File: config.mk
export PLATFORM = sky130hd
export DESIGN_NAME = pr_rr_arbiter
export DESIGN_NICKNAME = d
export VERILOG_FILES = /design/src/rtl/pr_rr_arbiter.sv
export SDC_FILE = /design/constraint.sdc
export NUM_CORES = 1
export LEC_CHECK = 0
export ABC_AREA = 1
export ABC_CLOCK_PERIOD_IN_PS = 3730
export BUFFER_PORTS_ARGS = -buffer_cell sky130_fd_sc_hd__buf_4
export CORE_ASPECT_RATIO = 1.75
export CORE_MARGIN = 8
export CORE_UTILIZATION = 55
export CTS_BUF_LIST = sky130_fd_sc_hd__clkbuf_2
export DETAILED_ROUTE_END_ITERATION = 16
export PLACE_DENSITY = 0.8
export SLEW_MARGIN = 30
export SYNTH_ARGS = -nofsm -noshare
export SYNTH_HDL_FRONTEND = slang
export SYNTH_SLANG_ARGS = --single-unit
File: constraint.sdc
create_clock -name clk -period 3.73 [get_ports clk]
set_input_delay 0.1865 -clock clk [delete_from_list [all_inputs] [get_ports clk]]
set_output_delay 0.1865 -clock clk [all_outputs]
set_load 0.02 [all_outputs]
File: src/rtl/pr_rr_arbiter.sv
`default_nettype none
// ============================================================================
//  Module   : pr_rr_arbiter
//  Brief    : Round-robin arbiter with registered one-hot grant, rotating
//             priority pointer and hold-limit forced release.
//  Revision : 1.0 - initial release
// ============================================================================
module pr_rr_arbiter #(
    parameter int N        = 8,
    parameter int MAX_HOLD = 16
) (
    input  logic                 clk,
    input  logic                 rst_n,
    input  logic [N-1:0]         req,
    output logic [N-1:0]         grant,
    output logic                 grant_valid,
    output logic [$clog2(N)-1:0] grant_id,
    output logic                 timeout
);

    localparam int c_ID_W = $clog2(N);
    localparam int c_HC_W = (MAX_HOLD > 0) ? $clog2(MAX_HOLD + 1) : 1;
    localparam logic [c_HC_W-1:0] c_HOLD_LAST = c_HC_W'((MAX_HOLD > 0) ? MAX_HOLD - 1 : 0);
    localparam logic [N-1:0]      c_ONE       = {{(N-1){1'b0}}, 1'b1};

    typedef enum logic [0:0] {
        ST_IDLE  = 1'b0,
        ST_GRANT = 1'b1
    } state_t;

    state_t              r_state;
    logic [c_ID_W-1:0]   r_ptr;
    logic [c_HC_W-1:0]   r_hold_cnt;
    logic [N-1:0]        r_grant;
    logic                r_grant_valid;
    logic [c_ID_W-1:0]   r_grant_id;
    logic                r_timeout;

    logic [N-1:0]        w_cand;
    logic [N-1:0]        w_rot;
    logic [N-1:0]        w_rot_oh;
    logic [N-1:0]        w_win_oh;
    logic [c_ID_W-1:0]   w_win_id;
    logic                w_any;
    logic                w_hold_req;
    logic                w_timeout_due;

    // The current holder is masked out: on a release its bit is already low,
    // on a timeout it must lose to any other requester.
    assign w_cand        = req & ~r_grant;
    assign w_any         = |w_cand;
    assign w_hold_req    = req[r_grant_id];
    assign w_timeout_due = (MAX_HOLD != 0) && w_hold_req && (r_hold_cnt == c_HOLD_LAST);

    always_comb begin
        w_rot    = '0;
        w_win_oh = '0;
        w_win_id = '0;
        for (int i = 0; i < N; i++) begin
            w_rot[i] = w_cand[c_ID_W'(i) + r_ptr];
        end
        w_rot_oh = w_rot & (~w_rot + c_ONE);
        for (int i = 0; i < N; i++) begin
            w_win_oh[i] = w_rot_oh[c_ID_W'(i) - r_ptr];
        end
        for (int i = 0; i < N; i++) begin
            if (w_win_oh[i]) begin
                w_win_id = w_win_id | c_ID_W'(i);
            end
        end
    end

    always_ff @(posedge clk or negedge rst_n) begin
        if (!rst_n) begin
            r_state       <= ST_IDLE;
            r_ptr         <= '0;
            r_hold_cnt    <= '0;
            r_grant       <= '0;
            r_grant_valid <= 1'b0;
            r_grant_id    <= '0;
            r_timeout     <= 1'b0;
        end else begin
            r_timeout <= 1'b0;
            case (r_state)
                ST_IDLE: begin
                    if (w_any) begin
                        r_grant       <= w_win_oh;
                        r_grant_valid <= 1'b1;
                        r_grant_id    <= w_win_id;
                        r_ptr         <= w_win_id + c_ID_W'(1);
                        r_hold_cnt    <= '0;
                        r_state       <= ST_GRANT;
                    end
                end
                ST_GRANT: begin
                    if (!w_hold_req) begin
                        r_hold_cnt <= '0;
                        if (w_any) begin
                            r_grant    <= w_win_oh;
                            r_grant_id <= w_win_id;
                            r_ptr      <= w_win_id + c_ID_W'(1);
                        end else begin
                            r_grant       <= '0;
                            r_grant_valid <= 1'b0;
                            r_grant_id    <= '0;
                            r_state       <= ST_IDLE;
                        end
                    end else if (w_timeout_due) begin
                        r_timeout  <= 1'b1;
                        r_hold_cnt <= '0;
                        if (w_any) begin
                            r_grant    <= w_win_oh;
                            r_grant_id <= w_win_id;
                            r_ptr      <= w_win_id + c_ID_W'(1);
                        end else begin
                            r_ptr <= r_grant_id + c_ID_W'(1);
                        end
                    end else begin
                        r_hold_cnt <= r_hold_cnt + c_HC_W'(1);
                    end
                end
                default: begin
                    r_state <= ST_IDLE;
                end
            endcase
        end
    end

    assign grant       = r_grant;
    assign grant_valid = r_grant_valid;
    assign grant_id    = r_grant_id;
    assign timeout     = r_timeout;

endmodule
`default_nettype wire

== Word-level counts from Yosys, hierarchy flattened ==
Cells that the tools add are included.

* Bits in registers: 22
* Latch bits: 0
* RAM bits: 0
* Bits in read-only memories: 0
* Input port bits: 10
* Output and inout port bits: 13
* Word-level logic and storage cells: 126
* Memories kept: 0

* Add/subtract/negate cells: 19
* Multipliers: 0
* Div/mod/pow operators: 0
* $lt $le $gt $ge: 17
* Equal/unequal tests: 5
* Shifts and indexed selects: 0
* Mux-type cells: 70
* Bitwise logic cells: 5
* Reductions and logical operators: 3

{| class="wikitable"
|+ Operator list
! cell !! count
|-
| $lt 3x4->1 const B || 17
|-
| $bmux 1 s3 || 17
|-
| $mux 3 || 12
|-
| $mux 8 || 4
|-
| $mux 1 || 26
|-
| $and 8x8->8 || 2
|-
| $not 8->8 || 2
|-
| $pmux 8 s2 || 1
|-
| $mux 5 || 3
|-
| $add 3x3->3 const A || 4
|-
| $pmux 3 s2 || 2
|-
| $sub 3x3->3 const A || 4
|-
| $pmux 5 s2 || 1
|-
| $add 8x1->8 const B || 1
|-
| $reduce_or 8->1 || 1
|-
| $add 2x3->3 const A || 2
|-
| $add 3x1->3 const B || 2
|-
| $ne 2x2->1 const B || 3
|-
| $sub 1x3->3 const A || 2
|-
| $sub 2x3->3 const A || 2
|-
| $add 5x1->5 const B || 1
|-
| $eq 5x4->1 const B || 1
|-
| $mux 2 || 2
|-
| $pmux 1 s2 || 2
|-
| other kinds (5) || 5
|}

== Logic depth before layout (Yosys ltp) ==
Gate-level depths: netlist (run 1).

* Word-level depth: 21
* Gate-level depth with buffers: 22
* Depth with buffers taken out: 19

== Least setup slack after synthesis (run 1) ==
No wires, ideal clock.

* Kind: reg-to-reg
* From: register r_ptr[0]
* To: register r_ptr[0]
* Library setup time: 0.118 ns
* Data arrival time: 2.392 ns
* Slack: 1.220 ns
* Stages on the path, launching flop included: 22
* Buffers on the path: 3
* Cell sequence: dfrtp_1 -> buf_4 -> inv_2 -> buf_2 -> ha_1 -> buf_2 -> inv_2 -> nand3_1 -> nand2_1 -> nand2_2 -> nand2_4 -> nand2_2 -> nor2_4 -> nand4_1 -> nand2_1 -> nand2_1 -> nand2_2 -> nor2_4 -> nand3_1 -> nand2_1 -> nand3_1 -> nand2_1

* Word-level cells in the longest chain between the ends: 20

{| class="wikitable"
|+ Ends and longest elaborated chain
! what !! RTL line !! text
|-
| start, declared || 32 || <nowiki>logic [c_ID_W-1:0] r_ptr;</nowiki>
|-
| start signal, assigned || 90 || <nowiki>r_ptr <= w_win_id + c_ID_W'(1);</nowiki>
|-
| start signal, assigned || 101 || <nowiki>r_ptr <= w_win_id + c_ID_W'(1);</nowiki>
|-
| start signal, assigned || 114 || <nowiki>r_ptr <= w_win_id + c_ID_W'(1);</nowiki>
|-
| $add 1x3->3, or another cell as far along || 60 || <nowiki>w_rot[i] = w_cand[c_ID_W'(i) + r_ptr];</nowiki>
|-
| $bmux 1 s3 || 60 ||
|-
| $mux 1 (implied by the code) || 60 ||
|-
| $not 8->8 || 62 || <nowiki>w_rot_oh = w_rot & (~w_rot + c_ONE);</nowiki>
|-
| $add 8x1->8 || 62 ||
|-
| $and 8x8->8 || 62 ||
|-
| $bmux 1 s3 || 64 || <nowiki>w_win_oh[i] = w_rot_oh[c_ID_W'(i) - r_ptr];</nowiki>
|-
| $mux 1 (implied by the code) || 64 ||
|-
| $mux 1 || 67 || <nowiki>if (w_win_oh[i]) begin</nowiki>
|-
| $mux 2 (2 in a row) || 67 ||
|-
| $mux 3 (4 in a row) || 67 ||
|-
| $add 3x1->3 || 90, 101, 114 ||
|-
| $mux 3 || 111 || <nowiki>if (w_any) begin</nowiki>
|-
| $mux 3 || 108 || <nowiki>end else if (w_timeout_due) begin</nowiki>
|-
| $mux 3 || 96 || <nowiki>if (!w_hold_req) begin</nowiki>
|-
| $pmux 3 s2 (*) || 84 || <nowiki>case (r_state)</nowiki>
|}

Every way passes the cells marked *; elsewhere a longest branch is shown, timed or not. The select of a mux whose other input is x is not followed.
A chain may end at the register's enable or synchronous reset.

== Worst setup path after layout (run 1) ==
* From: register r_ptr[1]
* To: register r_grant_id[2] (netlist: grant_id[2])

* Word-level cells in the longest chain between the ends: 16

{| class="wikitable"
|+ Ends and longest elaborated chain
! what !! RTL line !! text
|-
| $add 1x3->3, or another cell as far along || 60 ||
|-
| $bmux 1 s3 || 60 ||
|-
| $mux 1 (implied by the code) || 60 ||
|-
| $not 8->8 || 62 ||
|-
| $add 8x1->8 || 62 ||
|-
| $and 8x8->8 || 62 ||
|-
| $bmux 1 s3 || 64 ||
|-
| $mux 1 (implied by the code) || 64 ||
|-
| $mux 3 (3 in a row) || 67 ||
|-
| $mux 3 (*) || 67 ||
|-
| $mux 3 || 86, 111 ||
|-
| $mux 3 || 108 ||
|-
| $mux 3 || 96 ||
|-
| $pmux 3 s2 (*) || 84 ||
|-
| end signal, assigned || 89 || <nowiki>r_grant_id <= w_win_id;</nowiki>
|-
| end signal, assigned || 100 || <nowiki>r_grant_id <= w_win_id;</nowiki>
|-
| end signal, assigned || 113 || <nowiki>r_grant_id <= w_win_id;</nowiki>
|-
| end, declared || 36 || <nowiki>logic [c_ID_W-1:0] r_grant_id;</nowiki>
|}

Marked as above.

==> impl_metrics.yaml, run 1 <==
floorplan:
  die_h_um: 98.1
  core_um2: 3790
  die-area_um2: 6170
  die_w_um: 62.9
  start_util_pct: 55.9
  rows: 30
  io_pins: 23
layout:
  diodes: 0
  drive_gt1_share_pct: 18.6
  area_growth_pct: 10.3
  layout.nets: 360
timing:
  skew_ns: 0.0132
  setup-tns-final_ns: 0
  period_share_pct: 72.1
  tightest_slew_ns: 0.543
  rsz0062_at_grt: "false"
  hold_violations: 0
  setup_violations: 0
  fmax_mhz: 372
  layout_min_cycle_time_ns: 2.69
  slew_violations: 0
  slew_headroom_pct: 63.8
clock_network:
  cts_resized: 0
  clock_sink_count: 22
  clk-insertion-delay-late_ns: 0.34
  cts_setup_buffers: 0
  htreeDepth: 1
  cts_tree: "built"
  root_buffer: "clkbuf_2"
  cts_buffers: 3
  cts_buffer_depth: 2
  path_clk_slew_ns: 0.20
  hold_buffers: 1
synthesis:
  synthCells: 325
  yosysTopAreaCell: "dfrtp_1"
  synthMuxAreaShare_pct: 0
  synth_area_leaders: "dfrtp_1 26%, nand3_1 16%, nand2_1 15%, inv_1 6.0%, nand3_2 3.3%"
  ys.flop_type: "dfrtp_1"
  synth_edf_count: 0
  ys_warn_count: 0
  synth-simple-area-share_pct: 43.7
  syn_area_um2: 2120
  synth_top_area_share_pct: 26.0
  yosysUniqueCellTypes: 35
  synth_seq_cells: 22
  yosysSeqAreaShare_pct: 26.0
  synth_compound_area_share_pct: 13.8
  async_reset_ff_share_pct: 100
  synth_top_family_by_area: "simple AND/OR/NAND/NOR gates"
  synth.avg_cell_area_um2: 6.52
  synthAdderAreaFrac_pct: 2.36
  syn_nets: 339
  synth_xor_area_share_pct: 3.72
global_routing:
  grt_overflow: 0
  track_usage_pct: 21.1
  grt_pass1_wl_um: 10600
  antenna_found_initial: 0
  grt_max_degree: 23
  grt_pass1_vias: 2278
routing:
  dr.pass1.iters: 6
  first_iter_violations: 154
  drc: 0
  vias_per_cell: 5.92
  totalWireLength_um: 6400
  ant_nets: 0
  dr_total_vias: 2327
  wl_per_cell_um: 16.3
setup_path:
  worst-path-max-fanout: 10
  crit_required_ns: 4.02
  worst_setup_path_start_kind: "flip-flop"
  critPathArrivalTime_ns: 2.99
  worstSetupEndpointType: "flip-flop"
  path_class: "flip-flop to flip-flop"
placement:
  hpwl_um: 5200
  routabilityCongestion: 0.956
  io_buffers: 22
run_status:
  status: "finished, final reports clean"
flow_run:
  maxCapViolations: 0
hold_path:
  hold_class: "input port to async pin"
critical path: stages (launching register included):
cell and delay (ns):
dfrtp_1 0.43, inv_2 0.16, ha_1 0.37, inv_2 0.17, nand3_1 0.11, nand3_1 0.09
nand2_2 0.10, inv_1 0.08, nand2_1 0.06, nor2_2 0.19, nand3_1 0.18, nand3_1 0.11
nand2_1 0.07, nand2_1 0.06, nand2_1 0.13, inv_1 0.10, nor2_1 0.05, nand3b_1 0.08
nand2_1 0.06, inv_1 0.05
layout make-up:
class,count,area (µm²)
Multi-Input combinational cell,251,1350
Sequential cell,22,551
Clock inverter,1,3.75
Inverter,41,156
Tap cell,48,60.1
Clock buffer,3,15.0
Fill cell,365,1450
Timing Repair Buffer,27,205
path summary, 6_finish.rpt:
path	start	slack (ns)	cells past startpoint	endpoint
max in group asynchronous	rst_n	3.26	2	grant_valid$_DFFE_PN0P_
max reg2reg	r_ptr[1]$_DFFE_PN0P_	1.04	19	grant_id[2]$_DFFE_PN0P_
min reg2reg	r_hold_cnt[4]$_DFFE_PN0P_	0.51	2	r_hold_cnt[4]$_DFFE_PN0P_
min in group clk	r_hold_cnt[4]$_DFFE_PN0P_	0.51	2	r_hold_cnt[4]$_DFFE_PN0P_
min	rst_n	0.25	2	r_state$_DFF_PN0_
max	r_ptr[1]$_DFFE_PN0P_	1.04	19	grant_id[2]$_DFFE_PN0P_
synth_stat cells, types with 2 or more instances:
| library cell | count |
|---|---|
| nand2_1 | 82 |
| nand3_1 | 67 |
| inv_1 | 34 |
| dfrtp_1 | 22 |
| nor2_1 | 15 |
| o21ai_0 | 14 |
| a21oi_1 | 12 |
| nand2_2 | 8 |
| nand3_2 | 7 |
| inv_2 | 6 |
| nand4_1 | 6 |
| buf_2 | 5 |
| o22ai_1 | 5 |
| ha_1 | 4 |
| o31ai_1 | 4 |
| clkbuf_1 | 3 |
| nor2_2 | 3 |
| o21ai_1 | 3 |
| xor2_1 | 3 |
| a21oi_2 | 2 |
| a221oi_1 | 2 |
| buf_6 | 2 |
| nor2_4 | 2 |
| o211ai_1 | 2 |
| o21ai_2 | 2 |
registers in the layout, indices dropped and copies added (netlist names):
name,flops
grant,8
r_hold_cnt,5
grant_id,3
r_ptr,3
grant_valid,1
r_state,1
timeout,1
per-stage QoR:
stage	instance area (µm²)	setup slack (ns)	cells	hold WS (ns)	utilization [%]
floorplan	2120	1.22	325	-0.109	-
global placement	2310	1.07	388	0.0827	60.9
detailed placement	2310	1.09	388	0.0863	60.9
CTS	2340	1.06	393	0.224	61.7
global route	2340	0.729	393	0.270	61.7
finish	2340	1.04	393	0.246	61.7
cells in the final DEF (no fill, tap or decap), types with 5 or more instances in the layout:
cell     instances
nand3_1         67
o22ai_1          5
nand3_2          7
nand4_1          6
o21ai_0         14
nor2_1          15
nand2_1         82
dfrtp_1         22
buf_4           26
inv_1           34
nand2_2          8
a21oi_1         12
inv_2            6
cells by family after synthesis:
| family | after synthesis |
|---|---|
| XOR/XNOR | 6 |
| buffers and inverters | 52 |
| AND/OR/NAND/NOR | 193 |
| flip-flops | 22 |
| adder cells (fa/ha/maj) | 4 |
| AO/OA/AOI/OAI | 48 |
routing by layer:
metal,GRT usage (%),routed length (µm)
met5,0,0
met4,17.8,531
met3,1.49,276
met2,38.2,3340
met1,20.8,2250
Power of run 1 is not shown: default switching activity piles up to over one toggle a cycle in this logic, so the estimate is an artifact.
==> run 2, diff against run 1 <==
ABC_AREA = 0   (was 1)
ABC_CLOCK_PERIOD_IN_PS = 2200   (was 3730)
PLACE_DENSITY = 0.83   (was 0.8)
clock period = 2.2 ns   (was 3.73 ns; I/O delays follow)
==> run 2 against run 1 <==
- the flow now finishes with violations (negative setup slack)
- first-iteration DRC count up 110%
- synthesized area up 12%
- critical endpoint unchanged
- flip-flop and latch count did not move
- critical path type unchanged
==> impl_metrics.yaml, run 2 <==
routing:
  drc: 0
  dr_total_vias: 2832
  vias_per_cell: 7.22
  dr.pass1.iters: 5
  wl_per_cell_um: 28.6
  totalWireLength_um: 11200
  first_iter_violations: 322
  ant_nets: 0
floorplan:
  die_w_um: 65.7
  die_h_um: 103
  start_util_pct: 57.4
  rows: 31
  io_pins: 23
  die-area_um2: 6770
  core_um2: 4150
hold_path:
  hold_class: "input port to async pin"
placement:
  placed_cell_area_um2: 3100
  hpwl_um: 6710
  routabilityCongestion: 0.987
  io_buffers: 22
global_routing:
  grt_pass1_wl_um: 15900
  grt_pass1_vias: 2948
  antenna_found_initial: 0
  grt_max_degree: 23
  track_usage_pct: 31.5
  grt_overflow: 0
layout:
  seqCellArea_um2: 553
  diodes: 0
  design_area_um2: 3550
  area_growth_pct: 49.2
  layout.nets: 358
  drive_gt1_share_pct: 53.6
  multi_input_comb_area_um2: 2060
  fill_cells: 178
  largest_reg_flops: 8
  layout_common_cells: "96 x buf_4, 23 x nand2_1, 20 x dfrtp_1, 17 x nor2_1, 12 x nor2b_1"
  layout_commonest_cell: "buf_4"
clock_network:
  htreeDepth: 1
  cts_buffer_depth: 2
  cts_buffers: 3
  path_clk_slew_ns: 0.23
  clock_sink_count: 22
  clk-insertion-delay-late_ns: 0.38
  root_buffer: "clkbuf_2"
  cts_tree: "built"
synthesis:
  async_reset_ff_share_pct: 100
  ys_warn_count: 0
  synth_top_area_share_pct: 23.1
  synth.most_common_cell: "nand2_1"
  synth_seq_cells: 22
  synthCells: 243
  syn_nets: 257
  synth_edf_count: 0
  yosysTopAreaCell: "dfrtp_1"
  synth.avg_cell_area_um2: 9.80
  ys.flop_type: "dfrtp_1"
  yosysUniqueCellTypes: 67
  synth_area_leaders: "dfrtp_1 23%, mux4_2 10%, mux2i_1 4.6%, nand2_1 3.8%, nor2b_1 3.4%"
  yosysSeqAreaShare_pct: 23.1
  synth_top_cells_by_count: "24 x nand2_1, 22 x dfrtp_1, 19 x nor2_1, 15 x o21ai_0, 13 x nor2b_1"
  syn_area_um2: 2380
run_status:
  status: "finished, violations left"
  failed_checks: "negative setup slack"
timing:
  skew_ns: 0.00467
  slew_violations: 0
  setup_violations: 16
  rsz0062_at_grt: "true"
  hold_violations: 0
  layout_min_cycle_time_ns: 3.09
  slew_headroom_pct: 69.1
  period_share_pct: 141
  fmax_mhz: 323
  holdWs_ns: 0.129
  tightest_slew_ns: 0.463
  fin_ws_ns: -0.892
setup_path:
  crit_required_ns: 2.48
  r2r_end: "grant_id[2]$_DFFE_PN0P_"
  worst-path-max-fanout: 7
  r2r_setup_slack_ns: -0.89
  critPathArrivalTime_ns: 3.37
  worstSetupEndpointType: "flip-flop"
  regToRegStartpoint: "r_ptr[1]$_DFFE_PN0P_"
  worst_setup_path_start_kind: "flip-flop"
  reg2reg_depth: 10
  path_class: "flip-flop to flip-flop"
flow_run:
  maxCapViolations: 0
==> run 2: critical path, stage by stage, from the launching register on <==
cell	delay, ns
dfrtp_2	0.52
ha_4	0.21
xor2_4	0.16
mux4_2	0.54
mux2_4	0.35
nand4_4	0.13
o22ai_2	0.10
a31oi_4	0.31
mux2i_4	0.17
nor4b_4	0.35
o21ai_1	0.15
==> run 2: layer usage <==
| metal | GRT usage (%) | share of wire, % | vias up |
|---|---|---|---|
| li1 | - | - | 1130 |
| met1 | 31.1 | 32 | 1311 |
| met2 | 54.8 | 49 | 271 |
| met3 | 5.33 | 8.7 | 120 |
| met4 | 27.5 | 11 | 0 |
| met5 | 0 | 0 | - |
==> run 2: cell type report <==
class                      count  area share [%]
inverter                       4           0.563
timing repair buffer         106            23.7
clock inverter                 1           0.106
sequential                    22            15.6
tap                           49            1.73
multi-input combinational    207            58.0
clock buffer                   3           0.423
==> run 2: worst max path at each step <==
stage,depth (start not counted),endpoint,slack (ns),startpoint
after floorplan,13,r_ptr[2]$_DFFE_PN0P_,-0.55,r_ptr[0]$_DFFE_PN0P_
after global placement,10,r_ptr[2]$_DFFE_PN0P_,-0.65,r_ptr[0]$_DFFE_PN0P_
after detailed placement,10,grant_id[2]$_DFFE_PN0P_,-0.71,r_ptr[1]$_DFFE_PN0P_
after CTS,11,r_ptr[1]$_DFFE_PN0P_,-0.66,r_ptr[1]$_DFFE_PN0P_
after global routing,12,grant_id[2]$_DFFE_PN0P_,-0.90,r_ptr[0]$_DFFE_PN0P_
final,10,grant_id[2]$_DFFE_PN0P_,-0.89,r_ptr[1]$_DFFE_PN0P_
==> run 2: repair_timing <==
| item | in CTS | in global routing |
|---|---|---|
| buffers inserted | 6 | 7 |
| endpoints found under the setup margin | 17 | 17 |
| pin swaps | 8 | 6 |
| gates resized for setup | 31 | 32 |
| gates cloned | 0 | 0 |
| hold buffers | 1 | 0 |
| endpoints found under the hold margin | 22 | 0 |
==> run 2: logic make-up (layout without fill, tap and decap cells) <==
logic type	Yosys count	after routing	share of synthesized area [%]
flops	22	22	23.1
mux	30	30	20.2
simple gates	105	105	27.3
xor+xnor	5	5	3.42
compound gates	63	63	20.8
fa+ha+maj	4	4	2.10
buf+inv	14	114	3.15
==> run 2: metrics by stage <==
stage                     utilization [%]  instances  worst slack [ns]  setup TNS [ns]
after floorplan                         -        243            -0.546           -5.12
after global placement               74.6        374            -0.651           -7.43
after detailed placement             74.6        374            -0.710           -8.37
after CTS                            80.3        385            -0.658           -7.97
after global routing                 85.6        392            -0.896          -11.25
final                                85.6        392            -0.892          -10.10
Power of run 2 is left out for the same reason.
